File: config.mk
export PLATFORM = sky130hd
export DESIGN_NAME = gnr_floyd_ctrl
export DESIGN_NICKNAME = d
export VERILOG_FILES = /design/src/rtl/gnr_floyd_ctrl.sv
export SDC_FILE = /design/constraint.sdc
export NUM_CORES = 1
export LEC_CHECK = 0
export CAP_MARGIN = 20
export CORE_AREA = 2 2 320 322
export DETAILED_ROUTE_END_ITERATION = 6
export DIE_AREA = 0 0 322 324
export HOLD_SLACK_MARGIN = 0.15
export PLACE_DENSITY_LB_ADDON = 0.1
export SYNTH_ARGS = -nofsm -noshare
export SYNTH_HDL_FRONTEND = slang
export SYNTH_SLANG_ARGS = --single-unit
File: constraint.sdc
create_clock -name clk -period 8.6 [get_ports clk]
set_clock_uncertainty 0.15 [all_clocks]
set_input_delay 1.72 -clock clk [delete_from_list [all_inputs] [get_ports clk]]
set_output_delay 1.72 -clock clk [all_outputs]
set_load 0.05 [all_outputs]
File: src/rtl/gnr_floyd_ctrl.sv
// Run controller for a dual-trajectory Boolean gene network: loads each initial state,
// steps tortoise/hare until Floyd match or step limit, and streams one result per run.
module gnr_floyd_ctrl #(
  parameter int unsigned N_NODES   = 188,
  parameter int unsigned STEP_W    = 24,
  parameter int unsigned RUN_W     = 16,
  parameter int unsigned MAX_STEPS = 2**20
) (
  input  logic               clk,
  input  logic               rst,
  input  logic               start,
  input  logic [RUN_W-1:0]   num_runs,
  input  logic [N_NODES-1:0] init_base,
  input  logic [N_NODES-1:0] s0_vec,
  input  logic [N_NODES-1:0] s1_vec,
  output logic               reset_nos,
  output logic               start_s0,
  output logic               start_s1,
  output logic [N_NODES-1:0] init_state,
  output logic               res_valid,
  input  logic               res_ready,
  output logic [RUN_W-1:0]   res_run,
  output logic [STEP_W-1:0]  res_steps,
  output logic               res_timeout,
  output logic               busy,
  output logic               done
);

  localparam logic [STEP_W-1:0] MaxStepCnt = STEP_W'(MAX_STEPS);

  typedef enum logic [2:0] {StIdle, StLoad, StRun, StOut, StDone} state_e;

  state_e               state_q, state_d;
  logic [RUN_W-1:0]     num_runs_q, num_runs_d;
  logic [RUN_W-1:0]     run_idx_q, run_idx_d;
  logic [STEP_W-1:0]    step_cnt_q, step_cnt_d;
  logic [STEP_W-1:0]    res_steps_q, res_steps_d;
  logic                 res_timeout_q, res_timeout_d;
  logic                 busy_q, busy_d;
  logic [N_NODES-1:0]   init_q, init_d;
  logic                 match;
  logic                 at_limit;
  logic                 last_run;

  // Step 0 is excluded: both trajectories are equal straight after a load.
  assign match    = (s0_vec == s1_vec) && (step_cnt_q != '0);
  assign at_limit = (step_cnt_q == MaxStepCnt);
  assign last_run = (run_idx_q == num_runs_q - RUN_W'(1));

  always_ff @(posedge clk) begin
    if (rst) begin
      state_q       <= StIdle;
      num_runs_q    <= '0;
      run_idx_q     <= '0;
      step_cnt_q    <= '0;
      res_steps_q   <= '0;
      res_timeout_q <= 1'b0;
      busy_q        <= 1'b0;
      init_q        <= '0;
    end else begin
      state_q       <= state_d;
      num_runs_q    <= num_runs_d;
      run_idx_q     <= run_idx_d;
      step_cnt_q    <= step_cnt_d;
      res_steps_q   <= res_steps_d;
      res_timeout_q <= res_timeout_d;
      busy_q        <= busy_d;
      init_q        <= init_d;
    end
  end

  always_comb begin
    state_d       = state_q;
    num_runs_d    = num_runs_q;
    run_idx_d     = run_idx_q;
    step_cnt_d    = step_cnt_q;
    res_steps_d   = res_steps_q;
    res_timeout_d = res_timeout_q;
    busy_d        = busy_q;
    init_d        = init_q;
    reset_nos     = 1'b0;
    start_s0      = 1'b0;
    start_s1      = 1'b0;
    res_valid     = 1'b0;
    done          = 1'b0;

    unique case (state_q)
      StIdle: begin
        if (start) begin
          num_runs_d = num_runs;
          init_d     = init_base;
          run_idx_d  = '0;
          busy_d     = 1'b1;
          state_d    = (num_runs == '0) ? StDone : StLoad;
        end
      end
      StLoad: begin
        reset_nos  = 1'b1;
        step_cnt_d = '0;
        state_d    = StRun;
      end
      StRun: begin
        if (match) begin
          res_steps_d   = step_cnt_q;
          res_timeout_d = 1'b0;
          state_d       = StOut;
        end else if (at_limit) begin
          res_steps_d   = step_cnt_q;
          res_timeout_d = 1'b1;
          state_d       = StOut;
        end else begin
          start_s0   = 1'b1;
          start_s1   = 1'b1;
          step_cnt_d = step_cnt_q + STEP_W'(1);
        end
      end
      StOut: begin
        res_valid = 1'b1;
        if (res_ready) begin
          if (last_run) begin
            state_d = StDone;
          end else begin
            // init_state tracks init_base + run_idx incrementally.
            run_idx_d = run_idx_q + RUN_W'(1);
            init_d    = init_q + N_NODES'(1);
            state_d   = StLoad;
          end
        end
      end
      StDone: begin
        done    = 1'b1;
        busy_d  = 1'b0;
        state_d = StIdle;
      end
      default: state_d = StIdle;
    endcase
  end

  assign init_state  = init_q;
  assign res_run     = run_idx_q;
  assign res_steps   = res_steps_q;
  assign res_timeout = res_timeout_q;
  assign busy        = busy_q;

endmodule

# [Word level (Yosys, flattened, before mapping)]
# Index checks and enable logic that the tools add are counted.
[op_classes] addsub=4 eq_ne=13 muxes=30 n_reduce_logical=14
[op_table] cell="188-bit two-way mux" n=3
[op_table] cell="188-bit case mux with 2 select lines" n=1
[op_table] cell="188-bit by 1-bit adder with 188-bit output, second input constant" n=1
[op_table] cell="188-bit equality test" n=1
[op_table] cell="24-bit two-way mux" n=4
[op_table] cell="16-bit two-way mux" n=3
[op_table] cell="24-bit case mux with 2 select lines" n=1
[op_table] cell="16-bit case mux with 2 select lines" n=1
[op_table] cell="24-bit by 1-bit adder with 24-bit output, second input constant" n=1
[op_table] cell="24-bit by 21-bit equality test with 1-bit output, second input constant" n=1
[op_table] cell="24-bit nonzero test" n=1
[op_table] cell="3-bit two-way mux" n=6
[op_table] cell="16-bit by 1-bit adder with 16-bit output, second input constant" n=1
[op_table] cell="16-bit equality test" n=1
[op_table] cell="16-bit logical NOT" n=1
[op_table] cell="16-bit by 1-bit subtractor with 16-bit output, second input constant" n=1
[op_table] cell="3-bit case mux with 4 select lines" n=1
[op_table] cell="2-bit != test, second input constant" n=5
[op_table] cell="1-bit two-way mux" n=9
[op_table] cell="2-bit nonzero test" n=4
[op_table] cell="3-bit by 2-bit equality test with 1-bit output, second input constant" n=2
[op_table] cell="2-bit AND reduction" n=3
[op_table] cell="3-bit AND reduction" n=2
[op_table] cell="4-bit AND reduction" n=1
[op_table] cell="6 further kinds" n=6
[word_totals] ff_bits=273 input_bits=584

# [Logic depth before layout (Yosys ltp)]
[depth] depth_word=5 depth_mapped=15 mapped_depth_nobuf=11

# [Least setup slack after synthesis]
# Ideal clock, no wire load.
[synth_path] path_kind="input to output" startpoint="input port s1_vec[89]" endpoint="output port start_s1" arrival_time_ps=3381 t_required_ps=6730 path_slack_ps=3349 stages=8 n_path_buf=1 path_cell_list="xor2_1 -> nor4_1 -> nand4_1 -> nor4_1 -> nand4_1 -> nand2_1 -> inv_1 -> buf_4"
[synth_via] elab_chain_len=4
[synth_lines] element="start, declared" line="15" source="input logic [N_NODES-1:0] s1_vec,"
[synth_lines] element="188-bit equality test" line="46" source="assign match = (s0_vec == s1_vec) && (step_cnt_q != '0);"
[synth_lines] element="1-bit logical AND" line="46"
[synth_lines] element="1-bit two-way mux (2 in a row)"
[synth_lines] element="end, declared" line="18" source="output logic start_s1,"
# No other way between the ends.

# [Worst setup path after layout]
[layout_path] startpoint="input port s0_vec[117]" endpoint="output port start_s0"
[layout_via] elab_chain_len=4
[layout_lines] element="start, declared" line="14" source="input logic [N_NODES-1:0] s0_vec,"
[layout_lines] element="188-bit equality test" line="46"
[layout_lines] element="1-bit logical AND" line="46"
[layout_lines] element="1-bit two-way mux" line="103" source="if (match) begin"
[layout_lines] element="1-bit two-way mux" line="87" source="unique case (state_q)"
[layout_lines] element="end, declared" line="17" source="output logic start_s0,"
# No other way between the ends.

==> reports/summary.md <==
For this design the ratio of total power to cell area is 177 mW/mm^2. In this run the post-CTS setup repair buffer count came out at 0. The clock insertion delay at the later pin of the skew report was 0.57 ns. Setup repair after global routing left no endpoint under its margin. By instance count, the leading cell after synthesis is sky130_fd_sc_hd__nand2_1. The synthesized design contains 0 enable-type register cells.

In this run, synthesis produced a sequential element count of 273. After detailed routing, the total wire length is 143,000 microns. In this run, the number of DRC markers left after iteration 0 of detailed routing was 1,920.

Once detailed placement completed, the half-perimeter wirelength came to 115,000 microns. Summing all placed instances gives a cell area of 0.0289 sq mm. For the wire length of the first global-routing pass, the log shows 195,000 microns. Buffers inserted to repair hold after CTS numbered 0. In the final routed layout, each cell accounts on average for 30.1 microns.

After clock tree synthesis, the clock-pin slew on the worst setup and hold paths is 0.06 ns. The logs give 1.20 ns for the worst-case setup slack after placement and 6.73 ns for the required time at the worst-slack endpoint. Main flop type after synthesis: sky130_fd_sc_hd__dfxtp_1.

The signal on the critical path passes through clkdlybuf4s50_1, xor2_1, nor4_1, buf_4, nand4_1, nor4_1, buf_4, nand4_1, nand2_1, inv_1, clkdlybuf4s50_1. Static timing analysis puts the maximum clock frequency at 135 MHz. In this run the remaining antenna-violating nets after routing total 0. The final design area excluding fillers was 0.0301 sq mm; the worst-case clock buffer depth was 3. For this run, the slowest stage of the critical path takes 0.75 ns. By area the synthesized netlist is led by sky130_fd_sc_hd__dfxtp_1, sky130_fd_sc_hd__xor2_1, sky130_fd_sc_hd__nand2_1, sky130_fd_sc_hd__a21oi_1, sky130_fd_sc_hd__o21ai_0.

In this run the static leakage power is 9.85 nW. The slowest library cell on the worst path is sky130_fd_sc_hd__clkdlybuf4s50_1. The hold violation total from the final report is 0.

During placement, the flow inserted port buffers numbering 818. The number of global-route vias before repair was 23,400; the number of antenna violations at the first check in global routing was 55. The post-synthesis async set-or-reset flop share came out at 0. Setup violations remaining at the end of the flow were counted as 0.

Measured slew at the worst slew-check pin: 1.16 ns. The vias after detailed routing is 24,500, and the share of final-layout standard cells stronger than drive strength 1 is 0.0397. After floorplanning, the core was sized to cover 0.101 sq mm. The number of iterations in the first detailed-routing pass is 5. After synthesis, the most frequently instantiated cells are sky130_fd_sc_hd__nand2_1, sky130_fd_sc_hd__dfxtp_1, sky130_fd_sc_hd__a21oi_1. After clock tree synthesis, the repair step resized 0 gates. The relative slew slack was 0.219.

At the end of routability-driven placement, the weighted congestion stood at 1.10. The final max-slew violation count was 0. The number of levels the H-tree was split into was 2; the number of instances in the synthesized netlist was 2,684. TritonCTS built the clock tree. The worst-case IR drop observed on VDD is 0.111 mV. The clock sink total was 273; the final net count was 3,995.

The fraction of the cycle the final worst path needs is 0.859. Setup total negative slack on the finished layout was measured at 0 ns. In the routed layout, each cell is associated on average with a via count of 5.16.

The fraction of post-synthesis cell area in the top cell type by area is 0.281, and the highest net fanout along the worst path is 6. The run gives 38 as the number of buffers inserted during clock tree synthesis. In the final layout, the multi-input gates occupy 0.0131 sq mm. For the maximum number of pins on one net before global-route repair, the log shows 133. The critical path is of the in2out type. Data arrives at the worst endpoint at 5.51 ns. The tools report the number of warnings printed during yosys synthesis as 0. The number of nets handed over by synthesis was 3,273. Relative to the synthesized area, the layout overhead comes to 55.1%. The number of placed I/O pins is 819. For the global router's overall resource usage, the log shows 0.263.

The kind of start point of the critical path was an input port. The flow ran to the end, and the final reports show no timing, DRC or antenna violations. Across all setup checks in the final design, the least slack found is 1.22 ns.

The synthesized netlist contains 78 unique library cells. The part of the Yosys area used for sequential elements is 0.281, and the count of maximum capacitance violations is 0. After global routing the overflow that remains totals 0. The cell taking the most area after synthesis was sky130_fd_sc_hd__dfxtp_1.

The netlist area before placement is 0.0194 sq mm. From bottom edge to top edge, the die measures 324 microns. The root buffer cell chosen for the clock tree is sky130_fd_sc_hd__clkbuf_16. Averaged over all synthesized cells, the footprint is 7.24 sq um.

The post-layout minimum cycle time came out at 7.38 ns. In the routed design, unresolved DRC markers number 0. The worst hold path belongs to the class reg2reg.

In this run the horizontal extent of the chip is 322 microns. Fill cells in the final layout number 11,000. The sequential cell area was 0.00547 sq mm; the effective utilization at floorplan was 0.192.

The floorplan has 117 rows. The die outline area came out at 0.104 sq mm. STA classifies the critical path endpoint as an output port.
==> per-stage QoR <==
step / cells / hold slack (ns) / power, W / utilization
3_5_place_dp: 4675 / 0.322 / 0.00375 / 0.286
6_report: 4757 / 0.326 / 0.00533 / 0.298
4_1_cts: 4736 / 0.333 / 0.00539 / 0.298
5_1_grt: 4744 / 0.356 / 0.00558 / 0.298
2_1_floorplan: 2684 / 0.299 / 0.00279 / -
3_3_place_gp: 4675 / 0.311 / 0.00376 / 0.286
==> metal layers <==
| layer | GRT usage | wire length, microns | vias to the layer above |
|---|---|---|---|
| met4 | 0.0839 | 4190 | 12 |
| li1 | - | - | 11500 |
| met3 | 0.0517 | 10200 | 126 |
| met5 | 0 | 81 | - |
| met2 | 0.427 | 65600 | 936 |
| met1 | 0.349 | 62900 | 11900 |
==> sequential cells by signal, indices dropped and copies added, names as in the netlist <==
name	cells
step_cnt_q	24
init_state	188
res_timeout	1
num_runs_q	16
state_q	3
res_run	16
busy	1
res_steps	24
==> where the power goes <==
part / switching (W) / leakage [nW] / internal [W] / total, W
registers: 0.000267 / 2.23 / 0.00142 / 0.00168
clock network: 0.000668 / 0.590 / 0.000932 / 0.00160
logic: 0.00128 / 7.03 / 0.000764 / 0.00204
total: 0.00222 / 9.85 / 0.00311 / 0.00533
==> critical path: cells and delay by family <==
kind / cells / cell delay [ns]
xor+xnor: 1 / 0.17
buf+inv: 5 / 1.81
simple gates: 5 / 1.80
==> final cells by class <==
| type | instances | area share |
|---|---|---|
| multi-input combinational | 2190 | 0.434 |
| timing repair buffer | 859 | 0.283 |
| sequential | 273 | 0.181 |
| tap | 1309 | 0.0543 |
| clock buffer | 48 | 0.0341 |
| inverter | 44 | 0.00581 |
| clock inverter | 13 | 0.00540 |
| antenna | 21 | 0.00174 |
==> kinds of logic after synthesis <==
group	Yosys count	share of synthesized area
AND/OR/NAND/NOR	1225	0.322
AO/OA/AOI/OAI	722	0.237
multiplexers	27	0.0139
buffers and inverters	221	0.0480
flip-flops	273	0.281
adder cells (fa/ha/maj)	5	0.00322
XOR/XNOR	211	0.0951
==> final timing paths <==
kind	start	endpoint	slack, ns	cells past startpoint
max reg2reg	init_state[0]	init_state[162]	4.09	10
min	busy	busy	0.33	2
min reg2reg	busy	busy	0.33	2
max	s0_vec[117]	start_s0	1.22	11
==> cell usage in the layout, fill, tap and decap left out, types with 7 or more instances in the layout <==
| master | instances |
|---|---|
| sky130_fd_sc_hd__nor3b_1 | 7 |
| sky130_fd_sc_hd__clkdlybuf4s50_1 | 817 |
| sky130_fd_sc_hd__clkbuf_16 | 38 |
| sky130_fd_sc_hd__nor2_1 | 172 |
| sky130_fd_sc_hd__o31ai_1 | 41 |
| sky130_fd_sc_hd__diode_2 | 21 |
| sky130_fd_sc_hd__a21oi_1 | 255 |
| sky130_fd_sc_hd__nor4_1 | 109 |
| sky130_fd_sc_hd__buf_4 | 38 |
| sky130_fd_sc_hd__dfxtp_1 | 273 |
| sky130_fd_sc_hd__or4_1 | 28 |
| sky130_fd_sc_hd__and2_1 | 28 |
| sky130_fd_sc_hd__a211oi_1 | 38 |
| sky130_fd_sc_hd__o31a_1 | 20 |
| sky130_fd_sc_hd__o32ai_1 | 54 |
| sky130_fd_sc_hd__nand3_1 | 124 |
| sky130_fd_sc_hd__nor4_2 | 9 |
| sky130_fd_sc_hd__and3_1 | 48 |
| sky130_fd_sc_hd__o21ai_0 | 142 |
| sky130_fd_sc_hd__inv_1 | 41 |
| sky130_fd_sc_hd__nor3_1 | 89 |
| sky130_fd_sc_hd__o21a_1 | 12 |
| sky130_fd_sc_hd__nand4_1 | 109 |
| sky130_fd_sc_hd__xnor2_1 | 14 |
| sky130_fd_sc_hd__a31o_2 | 9 |
| sky130_fd_sc_hd__nand2_1 | 381 |
| sky130_fd_sc_hd__a21o_1 | 24 |
| sky130_fd_sc_hd__mux2i_1 | 27 |
| sky130_fd_sc_hd__o22ai_1 | 22 |
| sky130_fd_sc_hd__or3_1 | 49 |
| sky130_fd_sc_hd__a31oi_1 | 21 |
| sky130_fd_sc_hd__and4_1 | 32 |
| sky130_fd_sc_hd__a32o_1 | 15 |
| sky130_fd_sc_hd__xor2_1 | 197 |
No activity file was read; power rests on OpenSTA's default activity.
